$ cat config.mk
export PLATFORM = sky130hd
export DESIGN_NAME = hex_display_arbiter
export DESIGN_NICKNAME = d
export VERILOG_FILES = /design/src/rtl/hex_display_arbiter.sv
export SDC_FILE = /design/constraint.sdc
export NUM_CORES = 1
export LEC_CHECK = 0
export CAP_MARGIN = 0
export CORE_MARGIN = 5
export CORE_UTILIZATION = 40
export CTS_CLUSTER_SIZE = 20
export DETAILED_ROUTE_END_ITERATION = 6
export GPL_TIMING_DRIVEN = 0
export PLACE_DENSITY = 0.82
export SYNTH_ARGS = -nofsm -noshare
export SYNTH_HDL_FRONTEND = slang
export SYNTH_SLANG_ARGS = --single-unit
$ cat constraint.sdc
create_clock -name CLOCK_50 -period 2.29 [get_ports CLOCK_50]
set_input_delay 0.458 -clock CLOCK_50 [delete_from_list [all_inputs] [get_ports CLOCK_50]]
set_output_delay 0.458 -clock CLOCK_50 [all_outputs]
set_load 0.02 [all_outputs]
$ cat src/rtl/hex_display_arbiter.sv
// Round-robin arbiter sharing the HEX3..HEX0 display between a background value and two requesters.
// Define HEX_LEADING_BLANK_EN to register a leading-zero blank mask alongside hex_value.
module hex_display_arbiter #(
  parameter int DWELL_CYCLES = 25000000,
  parameter int CNT_W        = 25
) (
  input  logic        CLOCK_50,
  input  logic        reset,
  input  logic [15:0] hps_value,
  input  logic        req_a,
  input  logic [15:0] data_a,
  output logic        gnt_a,
  input  logic        req_b,
  input  logic [15:0] data_b,
  output logic        gnt_b,
  output logic [15:0] hex_value,
  output logic [3:0]  digit_blank,
  output logic [1:0]  owner
);

  typedef enum logic [1:0] {
    IDLE   = 2'd0,
    SHOW_A = 2'd1,
    SHOW_B = 2'd2
  } state_t;

  localparam logic [CNT_W-1:0] DWELL_LOAD = CNT_W'(DWELL_CYCLES - 1);

  state_t           state_r;
  logic [CNT_W-1:0] cnt_r;
  logic             last_b_r;
  logic             avail_s;
  logic             arb_a_s;
  logic             arb_b_s;
  logic [15:0]      hex_next_s;

  // Arbitration decision and next display value, valid whenever the display is free.
  always_comb begin
    arb_a_s    = 1'b0;
    arb_b_s    = 1'b0;
    hex_next_s = hps_value;
    avail_s    = (state_r == IDLE) || (cnt_r == {CNT_W{1'b0}});
    if (req_a && req_b) begin
      if (last_b_r) begin
        arb_a_s = 1'b1;
      end else begin
        arb_b_s = 1'b1;
      end
    end else if (req_a) begin
      arb_a_s = 1'b1;
    end else if (req_b) begin
      arb_b_s = 1'b1;
    end else begin
      arb_a_s = 1'b0;
      arb_b_s = 1'b0;
    end
    if (arb_a_s) begin
      hex_next_s = data_a;
    end else if (arb_b_s) begin
      hex_next_s = data_b;
    end else begin
      hex_next_s = hps_value;
    end
  end

  // Display FSM: grants, dwell countdown and registered display outputs.
  always_ff @(posedge CLOCK_50) begin
    if (reset) begin
      state_r   <= IDLE;
      cnt_r     <= {CNT_W{1'b0}};
      last_b_r  <= 1'b1;
      hex_value <= 16'h0000;
      owner     <= 2'd0;
      gnt_a     <= 1'b0;
      gnt_b     <= 1'b0;
    end else if (avail_s) begin
      hex_value <= hex_next_s;
      gnt_a     <= arb_a_s;
      gnt_b     <= arb_b_s;
      if (arb_a_s) begin
        state_r  <= SHOW_A;
        owner    <= 2'd1;
        last_b_r <= 1'b0;
        cnt_r    <= DWELL_LOAD;
      end else if (arb_b_s) begin
        state_r  <= SHOW_B;
        owner    <= 2'd2;
        last_b_r <= 1'b1;
        cnt_r    <= DWELL_LOAD;
      end else begin
        state_r  <= IDLE;
        owner    <= 2'd0;
        last_b_r <= last_b_r;
        cnt_r    <= {CNT_W{1'b0}};
      end
    end else begin
      // Mid-dwell: display held, only the counter moves.
      gnt_a <= 1'b0;
      gnt_b <= 1'b0;
      cnt_r <= cnt_r - {{(CNT_W-1){1'b0}}, 1'b1};
    end
  end

`ifdef HEX_LEADING_BLANK_EN
  function automatic logic [3:0] lead_blank(input logic [15:0] v);
    logic [3:0] b;
    b[3] = (v[15:12] == 4'h0);
    b[2] = (v[15:8]  == 8'h00);
    b[1] = (v[15:4]  == 12'h000);
    b[0] = 1'b0;
    return b;
  endfunction

  // Blank mask follows hex_value with the same load timing.
  always_ff @(posedge CLOCK_50) begin
    if (reset) begin
      digit_blank <= 4'b0000;
    end else if (avail_s) begin
      digit_blank <= lead_blank(hex_next_s);
    end else begin
      digit_blank <= digit_blank;
    end
  end
`else
  assign digit_blank = 4'b0000;
`endif

endmodule

==> impl_metrics.env <==
export IMPL_final_area_sq_mm=0.00343
export IMPL_ff2ff_setup_slack_ps=180
export IMPL_grt_pass1_vias=2343
export IMPL_r2r_end="cnt_r[14]"
export IMPL_cts_resized=0
export IMPL_cts_tree="built"
export IMPL_ys_seq_area_frac=0.367
export IMPL_wl_met3_um=403
export IMPL_pwr_share_comb=0.315
export IMPL_maxSlewHeadroom=0.565
export IMPL_nNetsFinal=414
export IMPL_drt_iter0_drc=65
export IMPL_timing_rr_start="cnt_r[20]"
export IMPL_globalRouteOverflowTotal=0
export IMPL_die_x_um=89.3
export IMPL_synth_area_leader_cell="dfxtp_1"
export IMPL_hold_end="cnt_r[0]"
export IMPL_multiInputGateArea_sq_mm=0.00141
export IMPL_first_pass_iters=4
export IMPL_period_share=0.922
export IMPL_arrival_ps=2310
export IMPL_r2r_cells=7
export IMPL_fin_crit_ps=2110
export IMPL_crit_buf_inv=2
export IMPL_numCtsBuffers=5
export IMPL_cap_violations=0
export IMPL_cts_setup_buffers=0
export IMPL_tightestPinTransition_ps=648
export IMPL_finalHoldViolations=0
export IMPL_die_h_um=89.3
export IMPL_dp_hpwl_mm=4.80
export IMPL_end_kind="flip-flop"
export IMPL_start_util=0.417
export IMPL_hold_depth=1
export IMPL_routabilityCongestion=0.804
export IMPL_met2_length_mm=3.05
export IMPL_tns_ps=0
export IMPL_cp_slowest_stage_delay_ps=590
export IMPL_swShare=0.311
export IMPL_die_area_sq_mm=0.00797
export IMPL_clock_fmax_ghz=0.474
export IMPL_seq_power_share=0.422
export IMPL_crit_slowest_cell="or4_1"
export IMPL_cts_hold_buf=0
export IMPL_cts_buffer_depth=2
export IMPL_row_count=28
export IMPL_root_buffer="clkbuf_8"
export IMPL_syn2layout_area_growth_pct=36.6
export IMPL_cp_max_fo=10
export IMPL_wire_per_inst_um=13.9
export IMPL_fin_skew_ps=5.22
export IMPL_report_final_slew_viol_count=0
export IMPL_syn_area_per_cell_sq_um=8.94
export IMPL_synthDistinctLibCells=44
export IMPL_dp_cells=428
export IMPL_clk_pin_slew_worst_paths_ps=90
export IMPL_final_layout_size_suffix_gt1_frac=0.122
export IMPL_setup_violations=0
export IMPL_clockPowerShare=0.263
export IMPL_yosysWarnings=0
export IMPL_crit_family="simple AND/OR/NAND/NOR gates"
export IMPL_wl_met1_mm=2.53
export IMPL_crit_required_ps=2490
export IMPL_fillers=539
export IMPL_globalRouteTotalUtil=0.155
export IMPL_hp_class="reg -> reg"
export IMPL_power_density_mw_per_mm2=667
export IMPL_synthesis_instances=281
export IMPL_io_pins=76
export IMPL_htreeDepth=2
export IMPL_utilization=0.569
export IMPL_rsz0062_at_grt="no"
export IMPL_intPower_uw=1580
export IMPL_clk_latency_ps=300
export IMPL_routed_top_layer="met4"
export IMPL_seqCellArea_sq_um=921
export IMPL_critical_path_class="reg -> reg"
export IMPL_power_switching_uw=713
export IMPL_portBuffers=69
export IMPL_status="complete, no violations"
export IMPL_antenna_cells=0
export IMPL_synth_top_area_frac=0.367
export IMPL_worstHoldStart="cnt_r[0]"
export IMPL_worstPathCellList="or4_1, nand3b_4, o21ai_4, a21o_1, buf_6, buf_12, a21oi_1"
export IMPL_drtAntennaViolNets=0
export IMPL_route_vias_total=2309
export IMPL_fin_cells=436
export IMPL_synthesis_area_sq_mm=0.00251
export IMPL_ys_ff_latch=46
export IMPL_cts_sinks=46
export IMPL_grt_max_degree=15
export IMPL_critPathLaunchType="flip-flop"
export IMPL_dpl_cell_area_sq_mm=0.00331
export IMPL_grt_antenna_before_repair=0
export IMPL_grt_pass1_wl_mm=9.96
export IMPL_peakVddDrop_mv=0.252
export IMPL_postRouteWirelength_mm=6.07
export IMPL_fin_hold_ws_ps=460
export IMPL_drc=0
export IMPL_post_drt_via_cell_ratio=5.30
export IMPL_synth_area_leaders="dfxtp_1 37%, xnor2_1 6.6%, nor3_1 6.4%"
export IMPL_p_leak_uw=0.00128
export IMPL_coreArea_sq_mm=0.00603
-- state kept, by name, indices dropped and copies added (netlist names) --
register	count
gnt_a	1
last_b_r	1
cnt_r	25
hex_value	16
state_r	2
gnt_b	1
-- worst max-delay path by stage --
stage	startpoint	end	slack, ps	cells after the start
2_1_floorplan	cnt_r[20]	cnt_r[22]	450	7
3_3_place_gp	cnt_r[3]	cnt_r[16]	210	7
3_5_place_dp	cnt_r[9]	cnt_r[12]	200	7
4_1_cts	cnt_r[9]	cnt_r[16]	190	7
5_1_grt	cnt_r[19]	cnt_r[21]	90	7
6_report	cnt_r[20]	cnt_r[14]	180	7
-- routing by layer --
metal | GRT usage | vias up
li1 | - | 1163
met2 | 0.277 | 70
met4 | 0.0663 | 0
met1 | 0.172 | 1066
met5 | 0 | -
met3 | 0.0406 | 10
-- Yosys cell counts --
| cell | count |
|---|---|
| nor4_2 | 2 |
| a21oi_1 | 20 |
| nor4b_1 | 1 |
| nor4_4 | 1 |
| clkbuf_8 | 1 |
| nor3_1 | 32 |
| clkdlybuf4s15_1 | 1 |
| a211oi_1 | 6 |
| nand4_1 | 2 |
| or4_1 | 2 |
| o211ai_1 | 1 |
| o21a_1 | 1 |
| and4_1 | 1 |
| a21oi_2 | 1 |
| a211oi_2 | 10 |
| o21ai_4 | 1 |
| clkbuf_1 | 7 |
| nor3b_1 | 1 |
| inv_1 | 4 |
| and4b_1 | 1 |
| buf_2 | 3 |
| nand3_1 | 19 |
| buf_6 | 7 |
| nor2_1 | 23 |
| dfxtp_1 | 46 |
| a21boi_1 | 1 |
| conb_1 | 1 |
| mux2i_1 | 15 |
| xnor2_1 | 19 |
| nand2_1 | 8 |
| a21o_1 | 3 |
| nand2b_1 | 1 |
| buf_12 | 1 |
| buf_4 | 4 |
| xor2_1 | 3 |
| or3_2 | 1 |
| nor4_1 | 6 |
| nand3b_1 | 1 |
| or2_2 | 1 |
| ha_1 | 2 |
| a21bo_2 | 1 |
| nand3b_4 | 1 |
| o21ai_0 | 17 |
| a311o_1 | 1 |
-- worst reg2reg max path, cell delays in order, from the launching register on --
cell	delay (ps)
dfxtp_1	350
or4_1	590
nand3b_4	230
o21ai_4	330
a21o_1	190
buf_6	140
buf_12	130
a21oi_1	40
-- through the flow --
| stage | setup slack, ps | total power [uW] |
|---|---|---|
| final | 178 | 2290 |
| after CTS | 191 | 2300 |
| after global routing | 88.0 | 2410 |
| after floorplan | 450 | 1430 |
| after global placement | 209 | 1680 |
| after detailed placement | 204 | 1700 |
-- cells in the final DEF, fill, tap and decap left out, types with 6 or more instances in the layout --
master / instances
clkdlybuf4s50_1: 69
dfxtp_1: 46
nor3_1: 32
nor2_1: 23
a21oi_1: 20
nand3_1: 19
xnor2_1: 19
o21ai_0: 17
mux2i_1: 15
a211oi_2: 10
clkbuf_1: 8
nand2_1: 8
buf_6: 7
a211oi_1: 6
clkbuf_8: 6
-- kinds of logic after synthesis --
family	count (synthesis)	share of synthesized area
simple gates	104	0.225
compound gates	63	0.177
flops	46	0.367
buf+inv	28	0.0832
xor+xnor	22	0.0767
mux	15	0.0598
fa+ha+maj	2	0.00996
other cells	1	0.00149
-- cell type report --
cell class              instances  share of cell area
clock buffers                   6              0.0212
flip-flops and latches         46               0.268
repair buffers                 69               0.201
plain buffers                  24              0.0565
inverters                       4             0.00438
well taps                      75              0.0274
clock inverters                 2              0.0109
multi-input cells             210               0.410
-- power groups by stage --
stage          registers [uW]  clock network (uW)  logic, uW
2_1_floorplan            1020                   0        413
4_1_cts                   964                 617        720
5_1_grt                   979                 645        783
3_5_place_dp              982                   0        718
3_3_place_gp              978                   0        703
6_report                  966                 602        720
No activity file was read; power rests on OpenSTA's default activity.
